## src/rtl/addsub_serial_ctrl.sv

```systemverilog
// Nibble-serial A+B / A-B sequencer: one 4-bit slice per cycle, LSB first, carry registered.
// Optional `ADDSUB_FLAGS_EN adds registered o_zero / o_neg result flags.
module addsub_serial_ctrl #(
  parameter int unsigned NIBBLES = 4
) (
  input  logic                 i_clk,
  input  logic                 i_reset,
  input  logic                 i_start,
  input  logic [4*NIBBLES-1:0] i_a,
  input  logic [4*NIBBLES-1:0] i_b,
  input  logic                 i_mode,
  output logic                 o_busy,
  output logic                 o_done,
  output logic [4*NIBBLES-1:0] o_result,
  output logic                 o_c,
  output logic                 o_ovf
`ifdef ADDSUB_FLAGS_EN
  ,
  output logic                 o_zero,
  output logic                 o_neg
`endif
);

  localparam int unsigned W    = 4 * NIBBLES;
  localparam int unsigned IdxW = $clog2(NIBBLES);
  localparam logic [IdxW-1:0] LastIdx = IdxW'(NIBBLES - 1);

  typedef enum logic [1:0] {StIdle, StRun, StDone} state_e;

  state_e          state_q;
  logic [W-1:0]    a_q, b_q, shadow_q, result_q;
  logic            mode_q, carry_q, busy_q, done_q, c_q, ovf_q;
  logic [IdxW-1:0] idx_q;
`ifdef ADDSUB_FLAGS_EN
  logic            zero_q, neg_q;
`endif

  logic [3:0]   a_n, b_n;
  logic [4:0]   sum5;
  logic         c_msb_in;
  logic [W-1:0] shadow_d;

  always_comb begin
    a_n      = a_q[{idx_q, 2'b00} +: 4];
    b_n      = b_q[{idx_q, 2'b00} +: 4] ^ {4{mode_q}};
    sum5     = {1'b0, a_n} + {1'b0, b_n} + {4'b0000, carry_q};
    // Carry into bit 3 recovered from the sum bit: s3 = a3 ^ b3 ^ c3.
    c_msb_in = a_n[3] ^ b_n[3] ^ sum5[3];
    shadow_d = shadow_q;
    shadow_d[{idx_q, 2'b00} +: 4] = sum5[3:0];
  end

  always_ff @(posedge i_clk) begin
    if (i_reset) begin
      state_q  <= StIdle;
      a_q      <= '0;
      b_q      <= '0;
      shadow_q <= '0;
      result_q <= '0;
      mode_q   <= 1'b0;
      carry_q  <= 1'b0;
      busy_q   <= 1'b0;
      done_q   <= 1'b0;
      c_q      <= 1'b0;
      ovf_q    <= 1'b0;
      idx_q    <= '0;
`ifdef ADDSUB_FLAGS_EN
      zero_q   <= 1'b0;
      neg_q    <= 1'b0;
`endif
    end else begin
      unique case (state_q)
        StIdle, StDone: begin
          done_q <= 1'b0;
          if (i_start) begin
            a_q     <= i_a;
            b_q     <= i_b;
            mode_q  <= i_mode;
            carry_q <= i_mode;
            idx_q   <= '0;
            busy_q  <= 1'b1;
            state_q <= StRun;
          end else begin
            state_q <= StIdle;
          end
        end
        StRun: begin
          shadow_q <= shadow_d;
          carry_q  <= sum5[4];
          idx_q    <= idx_q + 1'b1;
          if (idx_q == LastIdx) begin
            idx_q    <= '0;
            result_q <= shadow_d;
            c_q      <= sum5[4];
            ovf_q    <= c_msb_in ^ sum5[4];
`ifdef ADDSUB_FLAGS_EN
            zero_q   <= (shadow_d == '0);
            neg_q    <= shadow_d[W-1];
`endif
            busy_q   <= 1'b0;
            done_q   <= 1'b1;
            state_q  <= StDone;
          end
        end
        default: state_q <= StIdle;
      endcase
    end
  end

  assign o_busy   = busy_q;
  assign o_done   = done_q;
  assign o_result = result_q;
  assign o_c      = c_q;
  assign o_ovf    = ovf_q;
`ifdef ADDSUB_FLAGS_EN
  assign o_zero   = zero_q;
  assign o_neg    = neg_q;
`endif

endmodule

```

## config.mk

```make
export PLATFORM = sky130hd
export DESIGN_NAME = addsub_serial_ctrl
export DESIGN_NICKNAME = d
export VERILOG_FILES = /design/src/rtl/addsub_serial_ctrl.sv
export SDC_FILE = /design/constraint.sdc
export NUM_CORES = 1
export LEC_CHECK = 0
export CAP_MARGIN = 15
export CORE_MARGIN = 2
export CORE_UTILIZATION = 50
export DETAILED_ROUTE_END_ITERATION = 10
export GPL_TIMING_DRIVEN = 1
export HOLD_SLACK_MARGIN = 0.03
export PLACE_DENSITY = 0.74
export SETUP_SLACK_MARGIN = 0.2
export SLEW_MARGIN = 20
export SYNTH_ARGS = -nofsm -noshare
export SYNTH_HDL_FRONTEND = slang
export SYNTH_SLANG_ARGS = --single-unit
```

## constraint.sdc

```tcl
create_clock -name i_clk -period 3.2 [get_ports i_clk]
set_input_delay 0.32 -clock i_clk [delete_from_list [all_inputs] [get_ports i_clk]]
set_output_delay 0.32 -clock i_clk [all_outputs]
set_load 0.1 [all_outputs]
```

Word level (Yosys, flattened, before mapping)
Index checks and enable logic that the tools add are counted.
W data, S select, Z words.
- register bits after elaboration: 74
- input port bits: 36
- output and inout bits: 20
- word-level logic and storage cells: 51
- add/subtract/negate cells: 4
- equal/unequal tests: 5
- shift-type cells: 4
- muxes and demuxes: 14
- bitwise logic cells: 4
- reduce and logical (&&, ||, !) cells: 8
- operator list (operator ; number):
    $shiftx A16 B5 Y4 ; 2
    $bwmux W16 ; 1
    $shift A4 B6 Y16 const A ; 1
    $shiftx A4 B6 Y16 ; 1
    $pmux W2 S2 ; 2
    $reduce_and A2 Y1 ; 4
    $mux W2 ; 3
    $neg A4 Y6 ; 1
    $pmux W1 S2 ; 3
    $add A4 B4 Y5 ; 1
    $add A5 B1 Y5 ; 1
    $mux W1 ; 5
    $eq A2 B2 Y1 const B ; 2
    $ne A2 B2 Y1 const B ; 2
    $xor A4 B4 Y4 ; 1
    $reduce_and A3 Y1 ; 1
    $xor A1 B1 Y1 ; 3
    $add A2 B1 Y2 const B ; 1
    $eq A2 B1 Y1 const B ; 1
    $logic_not A2 Y1 ; 1
    $reduce_bool A2 Y1 ; 1
    $reduce_or A2 Y1 ; 1

Logic depth before layout (Yosys ltp)
- depth in word-level cells: 6
- depth in mapped cells: 9
- gate-level depth less buffers: 8

Worst setup path after synthesis
Ideal clock, no wire load.
- kind: register -> register
- start: register idx_q[0]
- end: register shadow_q[9]
- setup time: 0.138 ns
- arrival time: 2.727 ns
- data required time: 3.062 ns
- slack: 0.335 ns
- cell stages (with the launch flop): 10
- buffers on the path: 1
- period minus slack after synthesis: 2.865 ns
- path through: dfxtp_1 buf_6 mux4_2 xnor2_1 fa_1 fa_1 nor2_1 and3_2 a21oi_1 a211oi_1
- longest elaborated chain between the ends: 6
- elaborated cells on any way between the ends: 9
- those cells by class: 3 x add/sub; 4 x shift; 1 x mux; 1 x bitwise
- ends and longest elaborated chain (what ; line ; RTL):
    start, declared ; 33 ; logic [IdxW-1:0] idx_q;
    start signal, assigned ; 90 ; idx_q <= idx_q + 1'b1;
    $shiftx A16 B5 Y4 ; 45 ; b_n = b_q[{idx_q, 2'b00} +: 4] ^ {4{mode_q}};
    $xor A4 B4 Y4 ; 45 ;
    $add A4 B4 Y5 ; 46 ; sum5 = {1'b0, a_n} + {1'b0, b_n} + {4'b0000, carry_q};
    $add A5 B1 Y5 ; 46 ;
    $shiftx A4 B6 Y16 ; 50 ; shadow_d[{idx_q, 2'b00} +: 4] = sum5[3:0];
    $bwmux W16 * ; 50 ;
    end signal, assigned ; 88 ; shadow_q <= shadow_d;
    end, declared ; 31 ; logic [W-1:0] a_q, b_q, shadow_q, result_q;
Mark *: on every way between the ends. The rest lies on a longest branch, timed or not.
A chain may end at the register's enable or synchronous reset.

Final worst setup path
- start: register idx_q[0]
- end: register shadow_q[2]
The elaborated chain is that of the path after synthesis.

==> flow_summary.toml <==
[status]
run_status = "complete, no violations"

[critical_path]
cpPeakStageDelay_ns = 0.53
critical_path_buf_inv_count = 0
required_ns = 3.41
endpoint_class_of_the_critical_path = "flop"
worst_path_max_delay_cell = "mux4_2"
critical_path.most_common_cell = "fa_1"
family_of_cells_with_the_greatest_summed_delay_on_the_critical_path = "adder cells"
critical_path.startpoint_type = "flop"
arrival_ns = 3.00
path_cells = "mux4_2 > xnor2_1 > fa_1 > fa_1 > xnor2_2 > and2_1 > a22oi_1 > nor2_1"
worstSetupPathType = "reg -> reg"
crit_fanout = 5

[power_and_ir_drop]
largest_vdd_supply_drop_mv = 0.245
total_leakage_power_nw = 1.52
fin_total_pwr_mw = 1.93
power-per-cell-area_mw_per_mm2 = 468

[cells_and_area]
finalNonFillerCells = 510
final_net_count = 475
insertedDiodeCount = 0
final_layout_size_suffix_gt1_share_pct = 9.93
area_growth_pct = 21.6

[sta]
final_cycle_utilization_of_the_critical_path_pct = 87.3
totalNegativeSetupSlack_ns = 0
final_report_max_slew_violation_count = 0
fin_worst_skew_ns = 0.00624
hold_viol = 0
setup_viol = 0
rsz0062_at_grt = "no"
layout_min_cycle_time_ns = 2.79
hold_ws_ns = 0.453
tightestPinTransition_ns = 0.970
max_clock_freq_mhz = 358
slew_headroom_pct = 35.2

[placement]
placed_cells = 494
place_hpwl_um = 4970
port_buffers = 55
place.gp.congestion = 0.841

[yosys]
postSynth.topFlopCell = "dfxtp_1"
synthesis.yosys.warnings = 0
synth_area_mm2 = 0.00339
post_synth_mux_area_share_pct = 5.98
synth-async-reset-ratio_pct = 0
number_of_synthesized_register_bits = 74
synth-edff-count = 0
synth_compound_area_share_pct = 18.0
mean_instance_size_in_the_synthesized_netlist_um2 = 8.87
synth_net_count = 429
synth.lib_cells_used.distinct = 40
synth_largest_area_cell = "dfxtp_1"
synth_top_area_share_pct = 43.7
synth.yosys.seq_area_share_pct = 43.7
synth_xor_area_share_pct = 2.03
syn-instance-count = 382
synth_top_family_by_area = "simple AND/OR/NAND/NOR gates"
share_of_synthesized_cell_area_in_full_adder_half_adder_and_majority_cells_pct = 4.51
ys_top_cells_by_area = "dfxtp_1 (44%), nand2_1 (8.8%), a21oi_1 (6.8%), mux4_1 (4.7%), nor2_1 (4.4%)"
yosys.area_share.simple_pct = 20.7

[clock_tree]
insertion_delay_ns = 0.35
clock_tree.root_cell = "clkbuf_8"
clock_sink_count = 74
hold_buffers_post_cts = 0
cts.clk_slew.worst_paths_ns = 0.07
cts_tree = "done"
numCtsBuffers = 9
cts_post_setup_buffers_inserted = 0
cts.htree.levels = 3
clock_tree.buffer_depth = 2

[grt]
all_layer_gr_usage_pct = 19.6
grt.overflow.total = 0
antenna_found_initial = 0
grt_first_pass_wirelength_um = 11600
grt_start_max_net_pins = 44
grt_pass1_vias = 2523

[floorplan]
die_area_mm2 = 0.00745
die_height_um = 86.3
num_io_pins = 56
floorplan.core_area_mm2 = 0.00646
placement_rows = 29
die_width_um = 86.3
initial_utilization_pct = 52.4

[job]
number_of_max_capacitance_violations_reported = 0

[min_path]
min-delay-path-class = "reg -> reg"

[route]
firstDrtPassIters = 4
wl_per_cell_um = 13.9
drcViolationCount = 0
detail_route.vias_per_cell = 5.46
routed-via-count = 2785
postRouteWirelength_um = 7100
drtIter0Drc = 107
remaining_antenna_violation_count = 0
[cell type report]
cell class / instances / area [µm²]
timing repair buffer: 61 / 594
clock buffer: 13 / 149
multi-input combinational: 272 / 1740
inverter: 10 / 37.5
fill: 591 / 2340
tap: 77 / 96.3
clock inverter: 3 / 15.0
sequential: 74 / 1480
[per-layer routing]
layer | GRT usage (%) | vias to the layer above | routed length [µm]
li1 | - | 1416 | -
met1 | 24.0 | 1289 | 3190
met2 | 34.4 | 67 | 3560
met3 | 3.43 | 13 | 244
met4 | 7.67 | 0 | 106
met5 | 0 | - | 0
[metrics by stage]
stage	setup WS (ns)	utilization [%]	cell area [µm²]
floorplan	0.335	-	3390
global placement	0.481	61.0	3940
detailed placement	0.376	61.0	3940
CTS	0.347	63.6	4110
global route	0.241	63.8	4120
finish	0.408	63.8	4120
[cell usage in the layout (no fill, tap or decap), types with 2 or more instances in the layout]
cell type | Yosys | final
nand2_1 | 79 | 79
dfxtp_1 | 74 | 74
clkdlybuf4s50_1 | 0 | 54
a21oi_1 | 46 | 46
nor2_1 | 40 | 40
a211oi_1 | 16 | 16
inv_1 | 10 | 10
clkbuf_8 | 0 | 10
ha_1 | 9 | 9
nor3_1 | 8 | 8
a211oi_2 | 7 | 7
mux4_1 | 6 | 6
o21ai_0 | 5 | 5
a22oi_1 | 5 | 5
buf_4 | 1 | 5
o21bai_1 | 4 | 4
a221oi_1 | 4 | 4
nand3b_1 | 4 | 4
xor2_1 | 3 | 3
nand2b_1 | 3 | 3
nor2b_1 | 4 | 3
a31oi_1 | 3 | 3
clkbuf_1 | 14 | 3
clkinv_2 | 0 | 3
mux4_2 | 2 | 2
xnor2_1 | 3 | 2
and2_1 | 2 | 2
and3_2 | 2 | 2
nand2_2 | 2 | 2
xnor2_2 | 1 | 2
nor4_1 | 2 | 2
a2bb2oi_1 | 2 | 2
fa_1 | 2 | 2
[Yosys cell counts (2+ instances only)]
library cell / count
nand2_2: 2
xor2_1: 3
nand2_1: 79
a221oi_1: 4
mux4_1: 6
buf_6: 3
o21bai_1: 4
dfxtp_1: 74
and2_1: 2
a21oi_1: 46
buf_2: 8
nand2b_1: 3
a22oi_1: 5
a31oi_1: 3
nor3_1: 8
a2bb2oi_1: 2
nor2_1: 40
a211oi_1: 16
a211oi_2: 7
and3_2: 2
clkbuf_1: 14
o21ai_0: 5
nand3b_1: 4
fa_1: 2
ha_1: 9
xnor2_1: 3
mux4_2: 2
nor2b_1: 4
inv_1: 10
nor4_1: 2
[tightest hold or removal path, delay by kind of cell, from the launching register on]
family	cells	cell delay [ns]
simple gates	1	0.05
flops	1	0.31
compound gates	1	0.05
[path summary, 6_finish.rpt]
check | depth (start not counted) | slack [ns] | startpoint | end
setup / recovery | 8 | 0.41 | idx_q[0]$_SDFFE_PP0P_ | shadow_q[2]$_SDFFE_PP0P_
hold / removal | 2 | 0.45 | a_q[2]$_SDFFE_PP0P_ | a_q[2]$_SDFFE_PP0P_
setup reg to reg | 8 | 0.41 | idx_q[0]$_SDFFE_PP0P_ | shadow_q[2]$_SDFFE_PP0P_
hold reg to reg | 2 | 0.45 | a_q[2]$_SDFFE_PP0P_ | a_q[2]$_SDFFE_PP0P_
[where the power goes]
| group | leakage, nW | switching (mW) | internal (mW) | total (mW) |
|---|---|---|---|---|
| Clock | 0.0872 | 0.325 | 0.300 | 0.624 |
| Sequential | 0.603 | 0.0223 | 0.961 | 0.983 |
| Combinational | 0.828 | 0.181 | 0.139 | 0.320 |
[cell families after synthesis]
| kind of cell | after synthesis |
|---|---|
| multiplexers | 8 |
| AND/OR/NAND/NOR | 153 |
| adder cells (fa/ha/maj) | 11 |
| buffers and inverters | 36 |
| AO/OA/AOI/OAI | 93 |
| flip-flops | 74 |
| XOR/XNOR | 7 |
[flip-flops by register name, summed over array words and instances (netlist names), 2 cells and up]
signal	cells
a_q	16
o_result	16
idx_q	2
b_q	16
shadow_q	16
state_q	2
[timing repair]
action	CTS	global route
setup endpoints to repair	0	8
hold endpoints to repair	0	0
resized for setup	0	2
Note: power is estimated with default switching activity, not from simulation.
